### src/rtl/mp2_audio_pkg.sv
// Shared definitions for the MP2 decoder audio output path.
//
// Holds the sample-reader FSM encoding and the location of the PCM
// ping-pong region inside the 1024x16 sample buffer. The filterbank
// writer uses the same constants, so both sides agree on the layout.
package mp2_audio_pkg;

  typedef enum logic [2:0] {
    ST_IDLE    = 3'd0,
    ST_RD_L    = 3'd1,
    ST_RD_R    = 3'd2,
    ST_CAP_R   = 3'd3,
    ST_PRESENT = 3'd4,
    ST_RELEASE = 3'd5
  } rd_state_e;

  // First word of the ping-pong region and words per half.
  // Each half holds interleaved L/R words, so HALF_LEN/2 stereo pairs.
  localparam logic [9:0] SAMPLE_BUF_BASE = 10'h280;
  localparam int         SAMPLE_HALF_LEN = 64;

endpackage

### src/rtl/pcm_sample_reader.sv
// pcm_sample_reader
//
// Drain side of the decoder sample buffer. Waits for the producer to mark
// a half as full, reads its interleaved L/R words through a registered-read
// RAM port, presents them as stereo pairs on a valid/ready handshake and
// hands the half back to the producer once every pair has been accepted.
//
// Ports:
//   clock, reset         system clock, synchronous active-high reset
//   Fill_Done_I/_Half_I  producer pulse: half Fill_Half_I is now full
//   Release_O/_Half_O    pulse: half Release_Half_O is free for refill
//   RAM_Address_O/_Ren_O read port address and enable
//   RAM_Data_I           read data, one cycle after the address
//   Sample_Left_O/_Right_O, Sample_Valid_O, Sample_Ready_I
//                        stereo pair handshake towards the codec transmitter
//   Overflow_O           pulse: fill of a half that was still full
//   Underrun_O           pulse: transmitter ready with nothing to play
module pcm_sample_reader
  import mp2_audio_pkg::*;
#(
  parameter int                ADDR_W   = 10,
  parameter int                DATA_W   = 16,
  parameter logic [ADDR_W-1:0] BUF_BASE = ADDR_W'(SAMPLE_BUF_BASE),
  parameter int                HALF_LEN = SAMPLE_HALF_LEN
) (
  input  logic              clock,
  input  logic              reset,
  input  logic              Fill_Done_I,
  input  logic              Fill_Half_I,
  output logic              Release_O,
  output logic              Release_Half_O,
  output logic [ADDR_W-1:0] RAM_Address_O,
  output logic              RAM_Ren_O,
  input  logic [DATA_W-1:0] RAM_Data_I,
  output logic [DATA_W-1:0] Sample_Left_O,
  output logic [DATA_W-1:0] Sample_Right_O,
  output logic              Sample_Valid_O,
  input  logic              Sample_Ready_I,
  output logic              Overflow_O,
  output logic              Underrun_O
);

  localparam int PAIRS = HALF_LEN / 2;
  localparam int IDX_W = (PAIRS > 1) ? $clog2(PAIRS) : 1;
  localparam logic [IDX_W-1:0] LAST_IDX = IDX_W'(PAIRS - 1);

  rd_state_e         state_q, state_d;
  logic [1:0]        full_q, full_d;
  logic              play_half_q, play_half_d;
  logic [IDX_W-1:0]  idx_q, idx_d;
  logic              started_q, started_d;
  logic [ADDR_W-1:0] addr_q, addr_d;
  logic [DATA_W-1:0] left_hold_q, left_hold_d;
  logic [DATA_W-1:0] left_q, left_d;
  logic [DATA_W-1:0] right_q, right_d;
  logic              valid_q, valid_d;
  logic              ovf_q, ovf_d;
  logic              udr_q, udr_d;
  logic              ren;
  logic              rel;
  logic [ADDR_W-1:0] pair_addr;

  // Address of the left word of the current pair; the right word follows it.
  assign pair_addr = BUF_BASE
                   + (play_half_q ? ADDR_W'(HALF_LEN) : '0)
                   + ADDR_W'({idx_q, 1'b0});

  always_comb begin
    state_d     = state_q;
    full_d      = full_q;
    play_half_d = play_half_q;
    idx_d       = idx_q;
    started_d   = started_q;
    addr_d      = addr_q;
    left_hold_d = left_hold_q;
    left_d      = left_q;
    right_d     = right_q;
    valid_d     = valid_q;
    ovf_d       = 1'b0;
    udr_d       = 1'b0;
    ren         = 1'b0;
    rel         = 1'b0;

    unique case (state_q)
      ST_IDLE: begin
        if (full_q[play_half_q]) begin
          state_d = ST_RD_L;
        end else if (started_q && Sample_Ready_I) begin
          // Nothing is advanced here: playback simply waits for the fill.
          udr_d = 1'b1;
        end
      end
      ST_RD_L: begin
        ren     = 1'b1;
        addr_d  = pair_addr;
        state_d = ST_RD_R;
      end
      ST_RD_R: begin
        // Read data of the L address issued in the previous cycle.
        ren         = 1'b1;
        addr_d      = pair_addr + ADDR_W'(1);
        left_hold_d = RAM_Data_I;
        state_d     = ST_CAP_R;
      end
      ST_CAP_R: begin
        // Both words land in the output registers together so the pair
        // never changes while it is being presented.
        left_d  = left_hold_q;
        right_d = RAM_Data_I;
        valid_d = 1'b1;
        state_d = ST_PRESENT;
      end
      ST_PRESENT: begin
        if (Sample_Ready_I) begin
          valid_d   = 1'b0;
          started_d = 1'b1;
          if (idx_q == LAST_IDX) begin
            state_d = ST_RELEASE;
          end else begin
            idx_d   = idx_q + IDX_W'(1);
            state_d = ST_RD_L;
          end
        end
      end
      ST_RELEASE: begin
        rel                 = 1'b1;
        full_d[play_half_q] = 1'b0;
        play_half_d         = ~play_half_q;
        idx_d               = '0;
        state_d             = ST_IDLE;
      end
      default: state_d = ST_IDLE;
    endcase

    // Applied after the release clear so a same-cycle refill of the half
    // being released keeps it marked full. That refill is legitimate, so
    // it is not reported as an overflow.
    if (Fill_Done_I) begin
      ovf_d = full_q[Fill_Half_I] && !(rel && (Fill_Half_I == play_half_q));
      full_d[Fill_Half_I] = 1'b1;
    end
  end

  always_ff @(posedge clock) begin
    if (reset) begin
      state_q     <= ST_IDLE;
      full_q      <= '0;
      play_half_q <= 1'b0;
      idx_q       <= '0;
      started_q   <= 1'b0;
      addr_q      <= '0;
      left_hold_q <= '0;
      left_q      <= '0;
      right_q     <= '0;
      valid_q     <= 1'b0;
      ovf_q       <= 1'b0;
      udr_q       <= 1'b0;
    end else begin
      state_q     <= state_d;
      full_q      <= full_d;
      play_half_q <= play_half_d;
      idx_q       <= idx_d;
      started_q   <= started_d;
      addr_q      <= addr_d;
      left_hold_q <= left_hold_d;
      left_q      <= left_d;
      right_q     <= right_d;
      valid_q     <= valid_d;
      ovf_q       <= ovf_d;
      udr_q       <= udr_d;
    end
  end

  // The address is driven directly in the read states and otherwise holds
  // the last address issued.
  assign RAM_Address_O  = addr_d;
  assign RAM_Ren_O      = ren;
  assign Release_O      = rel;
  assign Release_Half_O = rel & play_half_q;
  assign Sample_Left_O  = left_q;
  assign Sample_Right_O = right_q;
  assign Sample_Valid_O = valid_q;
  assign Overflow_O     = ovf_q;
  assign Underrun_O     = udr_q;

endmodule

### config.mk
export PLATFORM = sky130hd
export DESIGN_NAME = pcm_sample_reader
export DESIGN_NICKNAME = d
export VERILOG_FILES = /design/src/rtl/mp2_audio_pkg.sv /design/src/rtl/pcm_sample_reader.sv
export SDC_FILE = /design/constraint.sdc
export NUM_CORES = 1
export LEC_CHECK = 0
export CORE_UTILIZATION = 35
export CTS_BUF_LIST = sky130_fd_sc_hd__clkbuf_4 sky130_fd_sc_hd__clkbuf_8 sky130_fd_sc_hd__clkbuf_16
export CTS_CLUSTER_DIAMETER = 50
export CTS_CLUSTER_SIZE = 25
export DETAILED_ROUTE_END_ITERATION = 6
export GPL_ROUTABILITY_DRIVEN = 1
export HOLD_SLACK_MARGIN = 0.15
export MAX_ROUTING_LAYER = met4
export PLACE_DENSITY = 0.67
export SYNTH_ARGS = -nofsm -noshare
export SYNTH_HDL_FRONTEND = slang
export SYNTH_SLANG_ARGS = --single-unit
export TNS_END_PERCENT = 1
### constraint.sdc
create_clock -name clock -period 2.1 [get_ports clock]
set_input_delay 0.42 -clock clock [delete_from_list [all_inputs] [get_ports clock]]
set_output_delay 0.42 -clock clock [all_outputs]
set_load 0.005 [all_outputs]
=== Yosys cells after proc, flatten, opt, wreduce, memory -nomap -nowiden ===
Index checks and enable logic that the tools add are counted.

* Bitwise gates (word level): 7
* Magnitude comparators: 4
* Add/subtract/negate cells: 4
* Reduce and logical (&&, ||, !) cells: 16
* Equal/unequal tests: 10
* Muxes and demuxes: 24

{| class="wikitable"
|+ Operators with widths
! cell !! count
|-
| 10-bit case mux with 2 select lines || 1
|-
| 3-bit case mux with 5 select lines || 1
|-
| 10-bit by 1-bit adder with 10-bit output (second input constant) || 1
|-
| 10-bit by 6-bit adder with 10-bit output || 1
|-
| 10-bit by 7-bit adder with 10-bit output (first input constant) || 1
|-
| 1-bit two-way mux || 10
|-
| 5-bit two-way mux || 2
|-
| 5-bit case mux with 2 select lines || 1
|-
| 3-bit two-way mux || 3
|-
| 7-bit two-way mux || 1
|-
| 3-bit by 2-bit equality test with 1-bit output (second input constant) || 2
|-
| 3-bit equality test (second input constant) || 2
|-
| 2-bit != test (second input constant) || 3
|-
| 2-bit AND reduction || 3
|-
| 5-bit by 1-bit adder with 5-bit output (second input constant) || 1
|-
| 5-bit equality test (second input constant) || 1
|-
| 1-bit logical AND || 5
|-
| 1-bit by 2-bit < comparator with 1-bit output (second input constant) || 2
|-
| 2-bit two-way mux || 2
|-
| 2-bit nonzero test || 2
|-
| 2-bit OR reduction || 2
|-
| 3-bit by 1-bit equality test with 1-bit output (second input constant) || 1
|-
| 3-bit zero test || 1
|-
| 1-bit inverter || 3
|-
| 11 further kinds || 13
|}

* Logic and storage cells: 77
* Bits of input ports: 21
* Output and inout bits: 48
* Register bits after elaboration: 73

=== Longest topological paths before layout ===
* Depth in word-level cells: 9
* Mapped depth: 7
* Mapped depth without buffers: 7

=== Worst setup path before layout ===
Ideal clock, no wire load.

* Path type: reg2reg
* Start: reg idx_q[0]
* End: reg idx_q[2]
* Stages on the path, launching flop included: 8
* Buffers on the path: 0
* Data arrival time: 1.582 ns
* Library setup time: 0.091 ns
* Setup slack: 0.427 ns
* Data required time: 2.009 ns
* Period minus slack after synthesis: 1.673 ns
* Cells stage by stage: dfxtp_1 ha_1 and3_1 ha_1 and2b_1 and3_1 a21oi_1 a311oi_1

* Word-level cells in the longest chain between the ends: 4
* Elaborated cells on any way between the ends: 7
* Those cells by class: add/sub: 1; eq/ne: 2; mux: 3; reduce/logical: 1

{| class="wikitable"
|+ RTL lines
! what !! line !! text
|-
| start, declared || pcm_sample_reader.sv:50 || <nowiki>logic [IDX_W-1:0] idx_q, idx_d;</nowiki>
|-
| start signal, assigned || pcm_sample_reader.sv:162 || <nowiki>idx_q <= idx_d;</nowiki>
|-
| 5-bit by 1-bit adder with 5-bit output || pcm_sample_reader.sv:120 || <nowiki>idx_d = idx_q + IDX_W'(1);</nowiki>
|-
| 5-bit two-way mux || pcm_sample_reader.sv:117 || <nowiki>if (idx_q == LAST_IDX) begin</nowiki>
|-
| 5-bit two-way mux || pcm_sample_reader.sv:114 || <nowiki>if (Sample_Ready_I) begin</nowiki>
|-
| 5-bit case mux with 2 select lines || pcm_sample_reader.sv:84 || <nowiki>unique case (state_q)</nowiki>
|}

Several ways; a longest one is shown, not always the timed one. The select of a mux whose other input is x is not followed.
A chain may end at the register's enable or synchronous reset.

=== Worst setup path in the final report ===
* Start: reg state_q[0]
* End: out RAM_Address_O[3]

* Word-level cells in the longest chain between the ends: 2
* Elaborated cells on any way between the ends: 3
* Those cells by class: eq/ne: 2; mux: 1

{| class="wikitable"
|+ RTL lines
! what !! line !! text
|-
| start, declared || pcm_sample_reader.sv:47 || <nowiki>rd_state_e state_q, state_d;</nowiki>
|-
| start signal, assigned || pcm_sample_reader.sv:159 || <nowiki>state_q <= state_d;</nowiki>
|-
| 3-bit by 2-bit equality test with 1-bit output or 3-bit by 1-bit equality test with 1-bit output (tied branches) || pcm_sample_reader.sv:84 ||
|-
| 10-bit case mux with 2 select lines (*) || pcm_sample_reader.sv:84 ||
|-
| end, declared || pcm_sample_reader.sv:32 || <nowiki>output logic [ADDR_W-1:0] RAM_Address_O,</nowiki>
|}

Mark *: on every way between the ends. The rest lies on a longest branch, timed or not.

==> flow_summary.ini <==
[cells_and_area]
antennaDiodeCount = 0
nets = 415
drive_gt1_share_pct = 12.1
final_cell_mix = nand2_1, dfxtp_1, a21oi_1, clkdlybuf4s50_1
fin_area_um2 = 3830
area_growth_pct = 34.6
layout_commonest_cell = nand2_1

[yosys]
ys_ff_latch = 73
syn_area_um2 = 2840
avgSynthCellArea_um2 = 8.80
netlist_instances = 323
synth_cell_types = 44
yosysWarnings = 0
ys_seq_area_share_pct = 51.4
syn_nets = 346

[timing]
hold_viol = 0
report.final.slew_viol_count = 0
skew_ns = 0.00741
maxSlewHeadroom_pct = 63.1
clock.fmax_mhz = 472
fin_crit_sh_pct = 101
rsz0062_at_grt = true
min_period_ns = 2.12
setup_viol = 2
setup_ws_ns = -0.0171
whs_ns = 0.451
worst_slew_pin_slew_ns = 0.554

[worst_setup_path]
critPathSlowestCell = dfxtp_2
startpoint = state_q[0]$_SDFFE_PP0P_
crit_chain = xnor2_4, nor2_8, buf_4, mux2_4, clkdlybuf4s15_1
rr_startpoint = idx_q[1]$_SDFFE_PP0P_
critical_path_class = reg2out
worst_setup_path_start_kind = flip-flop
arrival_ns = 1.70
endpoint_kind = output port
cp.required_ns = 1.68
path_buf_inv = 2
cp_slowest_stage_delay_ns = 0.35
cp_max_fo = 5
cp_top_family = flip-flops

[status]
status = finished with violations
violations = setup timing

[die]
io_pins = 69
die_y_um = 92.1
placementRows = 32
core_um2 = 7810
die_w_um = 92.1
initial_core_util_pct = 36.4
dieArea_um2 = 8490

[job]
max_cap_viol_count = 0

[placement]
place_ws_ns = 0.150
gp_congestion = 0.763
hpwlAfterDp_mm = 4.12
io_buffers = 68
placed_area_um2 = 3560

[power]
ir_worst_vdd_mv = 0.338
pwr-share-comb_pct = 8.7
switchingPower_uw = 646
cellPowerDensity_nw_per_um2 = 732
p_int_mw = 2.16
swShare_pct = 23.1
p_leak_nw = 1.38
seqPwrFrac_pct = 50.6
pwr-share-clk_pct = 40.8

[clock_network]
cts.sinks = 73
cts.htree.levels = 3
cts.clk_slew.worst_paths_ns = 0.07
ctsHoldBuffers = 0
root_buffer = clkbuf_8
cts_tree = done
clockBufferDepth = 2
clock_latency_ns = 0.34
cts_buffers = 9

[drt]
wire_per_inst_um = 12.8
remaining_drc_errors = 0
routed_wl_mm = 6.37
viasPerCell = 4.72
antenna_left = 0
drtIter0Drc = 77
firstDrtPassIters = 4
num_vias = 2353

[worst_hold_path]
hold_class = reg2reg
hp-start = left_hold_q[0]$_SDFFE_PP0N_

[global_routing]
gr-total-overflow = 0
grt_pass1_vias = 2209
grt_use_total_pct = 16.3
grt_pass1_wl_mm = 10.7
antenna_found_initial = 0
grt_max_degree = 49
==> Yosys cell counts (all sizes together) <==
cell type,number,area share (%)
nand3b,1,0.26
dfxtp,73,51
o21ai,4,0.70
a2111oi,1,0.31
inv,1,0.13
a31oi,1,0.22
or2,2,0.44
nor4,3,0.88
nand3,2,0.35
and2,1,0.22
or4,1,0.26
mux2,7,3.6
a211oi,1,0.26
and3,3,0.66
and3b,1,0.31
a21o,1,0.26
buf,15,4.6
ha,2,0.88
and4b,1,0.35
xnor2,1,0.97
o22ai,1,0.22
a21oi,56,9.9
o311ai,1,0.31
and2b,3,0.88
nand2,102,13
a311oi,1,0.31
xor2,1,0.31
clkbuf,8,1.1
nor3b,1,0.26
a22oi,2,0.53
nor2,7,1.5
nand2b,6,1.6
nor2b,12,2.6
==> path summary, 6_finish.rpt <==
| check | cells past startpoint | end | slack, ns |
|---|---|---|---|
| hold / removal | 2 | Sample_Left_O[0]$_SDFFE_PP0P_ | 0.45 |
| setup reg to reg | 7 | idx_q[2]$_SDFFE_PP0P_ | 0.20 |
| hold reg to reg | 2 | Sample_Left_O[0]$_SDFFE_PP0P_ | 0.45 |
| setup / recovery | 5 | RAM_Address_O[3] | -0.02 |
==> stage by stage <==
step           power (mW)  cells  utilization, %  TNS, ns
6_report             2.80    499            49.0  -0.0256
5_1_grt              2.93    499            49.0   -0.197
3_5_place_dp         1.68    479            45.7        0
2_1_floorplan        1.58    323               -        0
4_1_cts              2.84    499            49.0   -0.160
3_3_place_gp         1.68    479            45.7        0
==> area by class of cell <==
class / count / area [µm²]
multi-input cells: 227 / 1240
fillers: 783 / 3980
inverters: 1 / 3.75
well taps: 102 / 128
repair buffers: 80 / 776
clock buffers: 12 / 159
clock inverters: 4 / 51.3
flip-flops and latches: 73 / 1470
==> worst min-delay path, cell delays in order, from the launching register on <==
cell and delay [ns]:
dfxtp_1 0.31, nand2_1 0.05, a21oi_1 0.05
==> routing by layer <==
metal / track usage, % / up-vias / routed length (µm)
met2: 24.3 / 65 / 2890
met5: - / - / 0
met3: 3.07 / 4 / 257
met1: 21.7 / 1079 / 3170
met4: 6.64 / 0 / 44
li1: - / 1205 / -
==> flip-flops by register name, indices dropped and copies added, names as in the netlist <==
name and cells:
play_half_q 1, left_hold_q 16, idx_q 5, Underrun_O 1, Sample_Valid_O 1, full_q 2, Sample_Left_O 16, Overflow_O 1
addr_q 10, state_q 3, started_q 1, Sample_Right_O 16
==> cells by family (layout without fill, tap and decap cells) <==
family,count (synthesis),count (layout),share of synthesized area [%]
adders and majority gates,2,2,0.880
muxes,7,7,3.56
and+or+nand+nor,146,147,24.1
xor gates and xnor gates,2,2,1.28
DFF,73,73,51.4
buffers and inverters,24,97,5.85
AOI/OAI and AO/OA,69,69,13.0
==> repair_timing <==
item                                    4_1_cts  5_1_grt
endpoints found under the setup margin       12        5
gates resized for setup                      27        0
pin swaps                                     3        2
buffers inserted                              3        0
gates cloned                                  1        0
==> power by group through the flow <==
| stage | registers [mW] | logic, mW | clock network, mW |
|---|---|---|---|
| 3_5_place_dp | 1.45 | 0.228 | 0 |
| 2_1_floorplan | 1.45 | 0.139 | 0 |
| 3_3_place_gp | 1.45 | 0.226 | 0 |
| 4_1_cts | 1.42 | 0.247 | 1.18 |
| 6_report | 1.42 | 0.243 | 1.14 |
| 5_1_grt | 1.42 | 0.267 | 1.24 |
(Power assumes the default switching activity.)
==> patch 1 (same flow settings) <==
The output `Underrun_O` loses its register stage (`udr_q` becomes a continuous assignment).
--- a/src/rtl/pcm_sample_reader.sv
+++ b/src/rtl/pcm_sample_reader.sv
@@ -155,5 +155,4 @@
       valid_q     <= 1'b0;
       ovf_q       <= 1'b0;
-      udr_q       <= 1'b0;
     end else begin
       state_q     <= state_d;
@@ -168,7 +167,8 @@
       valid_q     <= valid_d;
       ovf_q       <= ovf_d;
-      udr_q       <= udr_d;
     end
   end
+
+  assign udr_q = udr_d;
 
   // The address is driven directly in the read states and otherwise holds
Function: no difference found for any inputs over 10 cycles, from zero or initial values and one cycle with reset high; that may be too few to reach the edited logic, so the function may still have changed.
==> patch 1 against the unedited design <==
- the flow still finishes with violations (negative setup slack)
- utilization grew 0.83 points
- worst setup slack lost 0.12 ns
- sequential cell count shrank 1
- final area grew 0.13%
- wire length shrank 0.85%
- synthesized area shrank 2.3%
- total power shrank 5.1%
- critical path type unchanged
- critical endpoint is now RAM_Address_O[2]
- highest routed layer is now met3
==> patch 1: results (changes against the unedited design) <==
| Metric | Value |
|---|---|
| GRT met2 Usage | 26.45% (+2.2 points) |
| Seq area share | 37.87% (-0.54 points) |
| Area contributors post-synth | dfxtp_1 52%, nand2_1 14%, a21oi_1 9.7% |
| Post-route worst setup slack | -0.1370 ns (-0.1198 ns) |
| Wire length on met3 | 278 um (+8.2%) |
| Post-DR vias/cell | 4.768 (+1.1%) |
| First-pass GRT wire length | 10720 um (+0.45%) |
| Failing checks | negative setup slack |
| Final clock-cell share | 4.832% (-0.66 points) |
| Min Hold Slack | 0.4445 ns (-0.006517 ns) |
| Status | complete, but fails checks |
| # fillers | 759 (-3.1%) |
| Buffering overhead | 20.96% (+0.69 points) |
| Rel. slew slack | 68.47% (+5.4 points) |
| Pre-CTS WS | 0.04411 ns (-0.1055 ns) |
| Max Used Layer | met3 |
| Synth top area share | 51.89% (+0.51 points) |
| Clock power frac | 37.9% (-2.9 points) |
| FFs & Latches | 72 (-1.4%) |
| FF-to-FF Start | idx_q[0]$_SDFFE_PP0P_ |
| PostCTS Resize Cnt | 22 (-19%) |
| Most frequent cells after synthesis | 105 x nand2_1, 72 x dfxtp_1, 54 x a21oi_1 |
| Multi-input gate share of total cell area | 32.81% (+0.41 points) |
| Hold endpoint | Sample_Left_O[3]$_SDFFE_PP0P_ |
| GRT Total Usage | 16.79% (+0.50 points) |
| Placed cells | 485 (+1.3%) |
| Clock-pin transition on the worst setup and hold timing paths | 0.09 ns (+0.02 ns) |
| Multi-input gate area | 1257 sq um (+1.4%) |
| Comb_multi_in | 228 (+0.44%) |
| 1st-iter DRT viols | 109 (+42%) |
| Setup violations, final | 7 (+5) |
| Invs w/o clock | 2 (+1) |
| Met1 usage | 20.44% (-1.3 points) |
| Slowest-stage cell, CP | clkdlybuf4s50_1 |
| Hold Crit Start | left_hold_q[3]$_SDFFE_PP0N_ |
| Vias in the first global route | 2280 (+3.2%) |
| Via Count | 2403 (+2.1%) |
| Setup bufs post-CTS | 2 (-1) |
| Reg2Reg Setup Slack | 0.17 ns (-0.03 ns) |
| Worst vdd ir | 0.5598 mV (+66%) |
==> patch 1: cell count changes in the layout (fill, tap and decap cells not counted), moves of 3 or more <==
cell / change
inv_6: +3
buf_4: +5
and2b_1: +5
nor2b_1: -7
clkdlybuf4s15_1: -5
==> patch 1: worst min-delay path, delay by kind of cell (launching register included) <==
| kind | cells | cell delay [ns] |
|---|---|---|
| flops | 1 | 0.31 |
| compound gates | 1 | 0.05 |
| simple gates | 1 | 0.05 |
==> patch 1: cell families (layout without fill, tap and decap cells) <==
logic type / Yosys count / count (layout) / synth area share, %
buffers and inverters: 24 / 102 / 4.595
DFF: 72 / 72 / 51.89
xor gates and xnor gates: 2 / 2 / 0.9011
adders and majority gates: 2 / 2 / 0.9008
muxes: 7 / 7 / 3.649
AOI/OAI and AO/OA: 68 / 68 / 13.20
and+or+nand+nor: 148 / 149 / 24.87
==> patch 2 (config.mk and constraints unchanged) <==
Made on the original files. The package constant `SAMPLE_HALF_LEN` goes from 64 to 256.
--- a/src/rtl/mp2_audio_pkg.sv
+++ b/src/rtl/mp2_audio_pkg.sv
@@ -18,5 +18,5 @@
   // Each half holds interleaved L/R words, so HALF_LEN/2 stereo pairs.
   localparam logic [9:0] SAMPLE_BUF_BASE = 10'h280;
-  localparam int         SAMPLE_HALF_LEN = 64;
+  localparam int         SAMPLE_HALF_LEN = 256;
 
 endpackage
Formal check against the unedited RTL: no difference found for any inputs over 10 cycles, from zero or initial values and one cycle with reset high; that may be too few to reach the edited logic, so the function may still have changed.
==> patch 2 against the unedited design <==
- the run still ends with negative setup slack left
- combinational power grew 4%
- synthesized area up 5.2%
- worst setup slack got worse by 0.13 ns
- fmax down 5.8%
- final area grew 6.0%
- first-iteration DRC count grew 23%
- critical path depth increased by 1
- sequential cell count increased by 2
- total power fell by 2.3%
- global-route usage rose by 0.53 points
- wire length increased by 12%
==> patch 2: results (changes against the unedited design) <==
| Metric | Value |
|---|---|
| Met1 usage | 21.52% (-0.18 points) |
| Placed Area | 3805 sq um (+6.7%) |
| XOR/XNOR share of the synthesized area | 0.8779% (-0.40 points) |
| DR WL/cell | 13.08 um (+2.5%) |
| Mean Syn Cell Area | 8.268 sq um (-6.1%) |
| Pre-CTS WS | 0.1259 ns (-0.02378 ns) |
| Seq cells post-synth | 75 (+2.7%) |
| Multi-input gate share of total cell area | 33.59% (+1.2 points) |
| Post-Synth Adder-Cell Area | 0.8361% (-0.044 points) |
| Clock skew | 0.01389 ns (+0.006485 ns) |
| Met3 global-route usage | 2.576% (-0.49 points) |
| Post-synthesis mux area share | 2.007% (-1.6 points) |
| Invs w/o clock | 6 (+5) |
| GRT Total Usage | 16.82% (+0.53 points) |
| CP arrival | 1.83 ns (+0.13 ns) |
| Worst vdd ir | 0.4174 mV (+23%) |
| NumNets Final | 457 (+10%) |
| M1 wire length | 3340 um (+5.3%) |
| Vias in the first global route | 2394 (+8.4%) |
| Slowest-stage cell, CP | clkdlybuf4s50_1 |
| Seq. cell area | 1509 sq um (+2.6%) |
| Leakage | 1.505 nW (+9.2%) |
| Wire length on met3 | 316 um (+23%) |
| Most frequent cells after synthesis | 108 x nand2_1, 75 x dfxtp_1, 65 x a21oi_1 |
| 1st-iter DRT viols | 95 (+23%) |
| Setup TNS | -0.1470 ns (-0.1214 ns) |
| Final clock-cell share | 4.596% (-0.90 points) |
| Slew @ Worst Pin | 0.5111 ns (-0.04312 ns) |
| First-pass GRT wire length | 11360 um (+6.5%) |
| Area Overhead vs Synth | 35.54% |
| Buffering overhead | 20.82% (+0.55 points) |
| Clock Tree Root | clkbuf_8 |
| Post-synth cell types | 40 (-9.1%) |
| Layout cells sized above 1 | 12.30% (+0.21 points) |
| Detailed placement HPWL | 4769 um (+16%) |
| Via Count | 2673 (+14%) |
| Sequential area share after synthesis | 50.17% (-1.2 points) |
| Synth Area in Compound Gates | 15.22% (+2.2 points) |
| Top delay family on crit path | buffers and inverters |
| # fillers | 831 (+6.1%) |
| Min-Delay Path Class | flop to flop |
| Die Footprint | 8925 sq um (+5.1%) |
| DR WL met2 | 3248 um (+12%) |
| Comb_multi_in | 256 (+13%) |
| Synth Net Count | 385 (+11%) |
| Nonclk buf count | 86 (+7.5%) |
| Largest net degree at the start of global routing | 39 (-20%) |
| Area contributors post-synth | dfxtp_1 50%, nand2_1 14%, a21oi_1 11% |
| Failing checks | negative setup slack |
| Crit path largest cell delay | 0.50 ns (+0.15 ns) |
| First drt pass iteration count | 6 (+2) |
| Placed cells | 525 (+9.6%) |
| CP Max Fanout | 11 (+6) |
| Layout Cells excl Fill | 544 (+9.0%) |
| Post-route worst setup slack | -0.1470 ns (-0.1299 ns) |
| Synth top area share | 50.17% (-1.2 points) |
| Setup violations, final | 1 (-1) |
| Status | complete, but fails checks |
## patch 2: worst paths after layout
check | startpoint | end | slack (ns) | cells after the start
worst min register to register | left_hold_q[9]$_SDFFE_PP0N_ | Sample_Left_O[9]$_SDFFE_PP0P_ | 0.45 | 2
worst max register to register | state_q[2]$_SDFFE_PP0P_ | Sample_Left_O[4]$_SDFFE_PP0P_ | 0.52 | 5
worst max-delay path | state_q[0]$_SDFFE_PP0P_ | RAM_Address_O[2] | -0.15 | 6
worst min-delay path | left_hold_q[9]$_SDFFE_PP0N_ | Sample_Left_O[9]$_SDFFE_PP0P_ | 0.45 | 2
## patch 2: power breakdown
group | switching [mW] | internal, mW | total (mW)
Combinational | 0.124 | 0.129 | 0.253
Clock | 0.534 | 0.497 | 1.03
Sequential | 0.0113 | 1.44 | 1.45
Total | 0.670 | 2.07 | 2.74
## patch 2: repair_timing
item,in CTS,in global routing
endpoints found under the setup margin,12,5
resized for setup,15,15
setup buffers,0,3
hold buffers,0,0
